===== src/rtl/serial_divider.sv =====
// rtl/serial_divider.sv - N-bit restoring serial divider, one quotient bit per cycle.
// Optional divide-by-zero trap: define SERIAL_DIVIDER_ZERO_TRAP_EN.
`timescale 1ns/1ps
module serial_divider #(
   parameter int N = 4
) (
   input  logic         CLOCK_50,
   input  logic         RESETN,
   input  logic         START,
   input  logic [N-1:0] A,
   input  logic [N-1:0] B,
   output logic [N-1:0] Q,
   output logic [N-1:0] R,
   output logic         BUSY,
   output logic         DONE,
   output logic         ERR
);

   localparam int CW = $clog2(N);

   typedef enum logic [1:0] {IDLE, LOAD, CALC, FIN} state_t;

   state_t        state_q;
   logic [N:0]    p_q;
   logic [N-1:0]  sh_q;
   logic [N-1:0]  div_q;
   logic [CW-1:0] cnt_q;
   logic [N-1:0]  q_q;
   logic [N-1:0]  r_q;
   logic          busy_q;
   logic          done_q;
`ifdef SERIAL_DIVIDER_ZERO_TRAP_EN
   logic          err_q;
   logic          zero_q;
`endif

   logic [N:0]    p_shift;
   logic          fits;
   logic [N:0]    p_d;
   logic [N-1:0]  sh_d;

   // p_q[N] is always clear after a step; it only makes the compare robust.
   always_comb begin
      p_shift = {p_q[N-1:0], sh_q[N-1]};
      fits    = p_q[N] | (p_shift >= {1'b0, div_q});
      p_d     = fits ? (p_shift - {1'b0, div_q}) : p_shift;
      sh_d    = {sh_q[N-2:0], fits};
   end

   always_ff @(posedge CLOCK_50 or negedge RESETN) begin
      if (!RESETN) begin
         state_q <= IDLE;
         p_q     <= '0;
         sh_q    <= '0;
         div_q   <= '0;
         cnt_q   <= '0;
         q_q     <= '0;
         r_q     <= '0;
         busy_q  <= 1'b0;
         done_q  <= 1'b0;
`ifdef SERIAL_DIVIDER_ZERO_TRAP_EN
         err_q   <= 1'b0;
         zero_q  <= 1'b0;
`endif
      end else begin
         done_q <= 1'b0;
         case (state_q)
            IDLE: begin
               if (START) begin
                  sh_q   <= A;
                  div_q  <= B;
                  busy_q <= 1'b1;
`ifdef SERIAL_DIVIDER_ZERO_TRAP_EN
                  err_q  <= 1'b0;
                  zero_q <= (B == '0);
                  state_q <= (B == '0) ? FIN : LOAD;
`else
                  state_q <= LOAD;
`endif
               end
            end
            LOAD: begin
               p_q     <= '0;
               cnt_q   <= '0;
               state_q <= CALC;
            end
            CALC: begin
               p_q   <= p_d;
               sh_q  <= sh_d;
               cnt_q <= cnt_q + CW'(1);
               if (cnt_q == CW'(N - 1)) begin
                  busy_q  <= 1'b0;
                  state_q <= FIN;
               end
            end
            FIN: begin
               done_q  <= 1'b1;
               busy_q  <= 1'b0;
               state_q <= IDLE;
`ifdef SERIAL_DIVIDER_ZERO_TRAP_EN
               // Trapped divide: sh_q still holds the captured dividend.
               if (zero_q) begin
                  q_q   <= '1;
                  r_q   <= sh_q;
                  err_q <= 1'b1;
               end else begin
                  q_q <= sh_q;
                  r_q <= p_q[N-1:0];
               end
`else
               q_q <= sh_q;
               r_q <= p_q[N-1:0];
`endif
            end
            default: state_q <= IDLE;
         endcase
      end
   end

   assign Q    = q_q;
   assign R    = r_q;
   assign BUSY = busy_q;
   assign DONE = done_q;
`ifdef SERIAL_DIVIDER_ZERO_TRAP_EN
   assign ERR  = err_q;
`else
   assign ERR  = 1'b0;
`endif

endmodule


===== config.mk =====
export PLATFORM = sky130hd
export DESIGN_NAME = serial_divider
export DESIGN_NICKNAME = d
export VERILOG_FILES = /design/src/rtl/serial_divider.sv
export SDC_FILE = /design/constraint.sdc
export NUM_CORES = 1
export LEC_CHECK = 0
export CAP_MARGIN = 20
export CORE_ASPECT_RATIO = 0.8
export CORE_UTILIZATION = 40
export CTS_CLUSTER_DIAMETER = 40
export CTS_CLUSTER_SIZE = 8
export DETAILED_ROUTE_END_ITERATION = 6
export PLACE_DENSITY = 0.59
export SYNTH_ARGS = -nofsm -noshare
export SYNTH_HDL_FRONTEND = slang
export SYNTH_SLANG_ARGS = --single-unit
export TNS_END_PERCENT = 30

===== constraint.sdc =====
create_clock -name CLOCK_50 -period 3.3 [get_ports CLOCK_50]
set_input_delay 0.99 -clock CLOCK_50 [delete_from_list [all_inputs] [get_ports CLOCK_50]]
set_output_delay 0.99 -clock CLOCK_50 [all_outputs]
set_load 0.02 [all_outputs]

==> results of run 1 <==
[registers in the layout (all words and copies together), names as in the netlist]
| name | cells |
|---|---|
| BUSY | 1 |
| div_q | 4 |
| cnt_q | 2 |
| R | 4 |
| DONE | 1 |
| state_q | 2 |
| Q | 4 |
| p_q | 5 |
| sh_q | 4 |
[worst max-delay path by stage]
stage | start | to | slack, ns | cells after the start
3_3_place_gp | START | state_q[1] | 0.97 | 4
3_5_place_dp | START | state_q[1] | 0.93 | 4
4_1_cts | BUSY | BUSY | 1.05 | 1
2_1_floorplan | START | state_q[1] | 1.53 | 3
6_report | BUSY | BUSY | 1.06 | 1
5_1_grt | BUSY | BUSY | 1.01 | 1
[Yosys cell counts (2+ instances only)]
master and number:
a21oi_1 2, clkbuf_1 3, dfrtp_1 27, ha_1 9, inv_1 12, mux2_2 13
nand2_1 3, nand2b_1 2, nand3_1 3, nand3b_1 2, nor2_1 7, nor2b_1 2
nor3_1 2, o21a_1 3, o21ai_0 4, o22a_1 2, o22ai_1 4, o32ai_1 5
[report_power, final]
group          switching (W)  internal [W]  leakage, nW
Clock              0.0000983     0.0000864       0.0228
Combinational       0.000492      0.000456        0.380
Sequential         0.0000994      0.000472        0.330
[metrics by stage]
| stage | instances | total power (W) | setup slack (ns) | util, % | instance area (sq um) |
|---|---|---|---|---|---|
| 2_1_floorplan | 126 | 0.00125 | 1.53 | - | 1420 |
| 3_3_place_gp | 182 | 0.00150 | 0.970 | 51.4 | 1650 |
| 5_1_grt | 186 | 0.00185 | 1.01 | 52.8 | 1700 |
| 4_1_cts | 186 | 0.00172 | 1.05 | 52.8 | 1700 |
| 3_5_place_dp | 182 | 0.00153 | 0.927 | 51.4 | 1650 |
| 6_report | 186 | 0.00171 | 1.06 | 52.8 | 1700 |
[area by class of cell]
cell class | instances | area, sq um
inverter | 12 | 45.0
tap | 40 | 50.0
timing repair buffer | 21 | 208
multi-input combinational | 82 | 676
fill | 286 | 1520
sequential | 27 | 676
clock buffer | 4 | 45.0
[routing by layer]
| metal | global-route usage (%) | vias to the layer above | share of wire (%) |
|---|---|---|---|
| met5 | 0 | - | 0 |
| met2 | 24.6 | 24 | 45 |
| met4 | 3.57 | 0 | 0.35 |
| met3 | 4.75 | 2 | 4.8 |
| li1 | - | 486 | - |
| met1 | 25.1 | 510 | 50 |
[logic make-up (layout without fill, tap and decap cells)]
logic type      Yosys count  count (layout)  synth area share, %
simple gates             29              29                 11.6
buf+inv                  17              37                 4.85
fa+ha+maj                10              10                 9.34
compound gates           27              27                 14.7
other cells               1               1                0.264
flops                    27              27                 47.6
xor+xnor                  1               1                0.617
mux                      14              14                 11.0
==> flow_summary.yaml, run 1 <==
global_route:
  grt_pass1_vias: 995
  grt_pass1_wl_microns: 4770
  grt_max_degree: 19
  overflow: 0
  grt_use_total_pct: 17.0
  antenna_found_initial: 0
route:
  drt.antenna.violating_nets: 0
  drc: 0
  firstDrtPassIters: 4
  avgViaCountPerCell: 5.49
  drtIter0Drc: 68
  wl_microns: 2850
  wl_per_cell_microns: 15.3
  vias: 1022
pwr:
  peakVddDrop_mv: 0.461
  pwr_density_cell_nw_per_um2: 1000
  power.leakage_nw: 0.732
die:
  die_h_microns: 55.3
  core_sq_um: 3220
  start_util_pct: 44.1
  rows: 18
  ios: 22
  dieArea_sq_um: 3790
  die_x_microns: 68.6
synthesis:
  synth_top_area_cell: "dfrtp_1"
  syn_area_sq_um: 1420
  ys.flop_type: "dfrtp_1"
  synthTopCellsByArea: "dfrtp_1 48%, mux2_2 10%, ha_1 7.9%, inv_1 3.2%, o32ai_1 3.1%"
  yosys_warnings: 0
  synth_edf_count: 0
  synth_top_area_share_pct: 47.6
  avgSynthCellArea_sq_um: 11.3
  synth-seq-area-share_pct: 47.6
  synth_cells: 126
  async_reset_ff_share_pct: 100
  synth_cell_types: 39
  syn-num-nets: 147
  synth-seq-cells: 27
placement:
  gp_congestion: 0.825
  dp_hpwl_microns: 2130
  io_buffers: 20
finish:
  layout.nets: 168
  syn2layout_area_growth_pct: 19.6
  layout_common_cells: "27 x dfrtp_1, 20 x clkdlybuf4s50_1, 13 x mux2_2"
  final_common_cell: "dfrtp_1"
  insertedDiodeCount: 0
  layout-drive-gt1-share_pct: 15.8
clock_network:
  clk_path_buf_depth: 2
  cts_buffers: 3
  cts_root_buffer: "clkbuf_8"
  cts_hold_buf: 0
  post_cts_buffers: 0
  cts_resized: 0
  cts_tree: "done"
  insertion_delay_ns: 0.27
  cts_sinks: 27
  cts.clk_slew.worst_paths_ns: 0.09
  cts_max_level: 1
critical_path:
  cp-start-kind: "flip-flop"
  worstReg2RegEnd: "p_q[4]"
  r2r_slack_ns: 1.38
  crit_arrival_ns: 1.25
  max_stage_delay_ns: 0.61
  critical_path.top_delay_family: "buffers and inverters"
  crit_buf_inv: 1
  r2r_start: "sh_q[3]"
  crit_fanout: 2
  crit_type: "flip-flop to primary output"
  path_cells: "clkdlybuf4s50_1"
  crit_path_top_delay_cell: "clkdlybuf4s50_1"
  end_kind: "primary output"
  required_ns: 2.31
  rr_worst_depth: 7
hold_path:
  holdPathEnd: "cnt_q[0]"
  min-delay-start: "cnt_q[0]"
  min_delay_path_depth: 1
  hold_path_class: "flip-flop to flip-flop"
sta:
  setup_tns_ns: 0
  clock_skew_ns: 0.00921
  whs_ns: 0.487
  rsz0062_at_grt: "false"
  slew_headroom_pct: 66.2
  fin_crit_ns: 2.24
  drv_slew: 0
  setup_viol: 0
  fin_crit_sh_pct: 67.8
  worstMarginPinSlew_ns: 0.507
  fmax_mhz: 447
  finalHoldViolCount: 0
run:
  maxCapViolations: 0
run_status:
  status: "complete, no violations"
Note: power is estimated with default switching activity, not from simulation.
==> run 2: changes to the inputs <==
==> constraint.sdc (replaced) <==
create_clock -name CLOCK_50 -period 2.15 [get_ports CLOCK_50]
set_input_delay 0.645 -clock CLOCK_50 [delete_from_list [all_inputs] [get_ports CLOCK_50]]
set_output_delay 0.645 -clock CLOCK_50 [all_outputs]
set_load 0.02 [all_outputs]
==> flow_summary.yaml, run 2 (synthesized netlist as in run 1, its figures left out) <==
run_status:
  status: "complete, no violations"
global_route:
  grt_pass1_wl_microns: 4890
  met1_usage_pct: 25.8
  grt_pass1_vias: 1015
  busiest_layer: "met1"
  use_met2_pct: 25.1
  overflow: 0
  antenna_found_initial: 0
  grt_use_total_pct: 17.3
  grt_max_degree: 28
  use_met3_pct: 4.55
finish:
  layout_common_cells: "27 x dfrtp_1, 20 x clkdlybuf4s50_1, 13 x mux2_2"
  largest_reg_flops: 5
  nFillCells: 301
  syn2layout_area_growth_pct: 20.7
  layout.nets: 170
  final_util_pct: 53.2
  layout-drive-gt1-share_pct: 16.9
  top_register: "p_q"
  final_common_cell: "dfrtp_1"
  insertedDiodeCount: 0
  fin_cells: 188
die:
  ios: 22
  core_sq_um: 3220
  die_x_microns: 68.6
  die_h_microns: 55.3
  rows: 18
  start_util_pct: 44.1
  dieArea_sq_um: 3790
clock_network:
  post_cts_buffers: 0
  cts_buffers: 3
  cts_max_level: 1
  cts_root_buffer: "clkbuf_8"
  cts.clk_slew.worst_paths_ns: 0.09
  cts_tree: "done"
  cts_sinks: 27
  clk_path_buf_depth: 2
  cts_resized: 0
  cts_hold_buf: 0
  insertion_delay_ns: 0.27
route:
  vias: 1010
  drc: 0
  wl_microns: 2870
  drt.antenna.violating_nets: 0
  firstDrtPassIters: 4
  wl_per_cell_microns: 15.3
  drtIter0Drc: 42
  avgViaCountPerCell: 5.37
pwr:
  combPwrFrac_pct: 56.5
  peakVddDrop_mv: 0.796
  p_total_w: 0.00265
  clkPwrFrac_pct: 10.7
  power.leakage_nw: 0.742
  pwr_density_cell_nw_per_um2: 1550
  p_int_w: 0.00158
  p_sw_share_pct: 40.6
  power_switching_w: 0.00108
  power_frac_seq_pct: 32.8
sta:
  fin_crit_sh_pct: 87.7
  rsz0062_at_grt: "false"
  setup_tns_ns: 0
  clock_skew_ns: 0.00678
  finalHoldViolCount: 0
  setup_viol: 0
  drv_slew: 0
  worstMarginPinSlew_ns: 0.506
  slew_headroom_pct: 66.3
  fin_crit_ns: 1.88
  fmax_mhz: 531
critical_path:
  crit_buf_inv: 1
  crit_type: "flip-flop to primary output"
  required_ns: 1.50
  crit_path_top_delay_cell: "clkdlybuf4s50_1"
  crit_fanout: 2
  end_kind: "primary output"
  path_cells: "clkdlybuf4s50_1"
  cp-start-kind: "flip-flop"
  crit_arrival_ns: 1.24
  max_stage_delay_ns: 0.60
  critical_path.top_delay_family: "buffers and inverters"
placement:
  dp.cells: 184
  dp_hpwl_microns: 2110
  gp_congestion: 0.832
  io_buffers: 20
run:
  maxCapViolations: 0
hold_path:
  hold_path_class: "flip-flop to flip-flop"
run 2: cell types whose count changed in the layout (fill, tap and decap cells not counted), sizes merged:
cell | before | now
buf | 1 | 3
run 2: layer usage:
layer	up-vias	share of wire, %	wire length, microns
met5	-	0	0
met4	0	0.35	10
met3	2	4.1	118
met2	24	43	1240
met1	487	52	1500
li1	497	-	-
run 2: layout make-up:
type | count | area (sq um) | share of cell area (%)
Timing Repair Buffer | 23 | 223 | 13.0
Multi-Input combinational cell | 82 | 676 | 39.4
Inverter | 12 | 45.0 | 2.63
Sequential cell | 27 | 676 | 39.4
Clock buffer | 4 | 45.0 | 2.63
Tap cell | 40 | 50.0 | 2.92
run 2: power by group through the flow:
| stage | Combinational [W] | Sequential (W) | Clock (W) |
|---|---|---|---|
| global route | 0.00167 | 0.000902 | 0.000315 |
| detailed placement | 0.00150 | 0.000881 | 0 |
| finish | 0.00150 | 0.000871 | 0.000284 |
| floorplan | 0.000964 | 0.000951 | 0 |
| CTS | 0.00151 | 0.000870 | 0.000300 |
| global placement | 0.00145 | 0.000869 | 0 |
run 2: path summary, 6_finish.rpt:
check,slack [ns],depth (start not counted),endpoint,startpoint
max,0.27,1,BUSY,BUSY
min,0.50,1,cnt_q[0],cnt_q[0]
max reg2reg,0.33,7,p_q[4],sh_q[3]
min reg2reg,0.50,1,cnt_q[0],cnt_q[0]
max in group asynchronous,1.14,2,div_q[2],RESETN
min in group asynchronous,0.74,2,p_q[3],RESETN
run 2: metrics by stage:
| step | setup WS (ns) | hold slack, ns | cell area [sq um] |
|---|---|---|---|
| after CTS | 0.249 | 0.496 | 1710 |
| final | 0.265 | 0.502 | 1710 |
| after detailed placement | 0.126 | 0.483 | 1670 |
| after floorplan | 0.409 | 0.349 | 1420 |
| after global placement | 0.164 | 0.470 | 1670 |
| after global routing | 0.196 | 0.520 | 1710 |
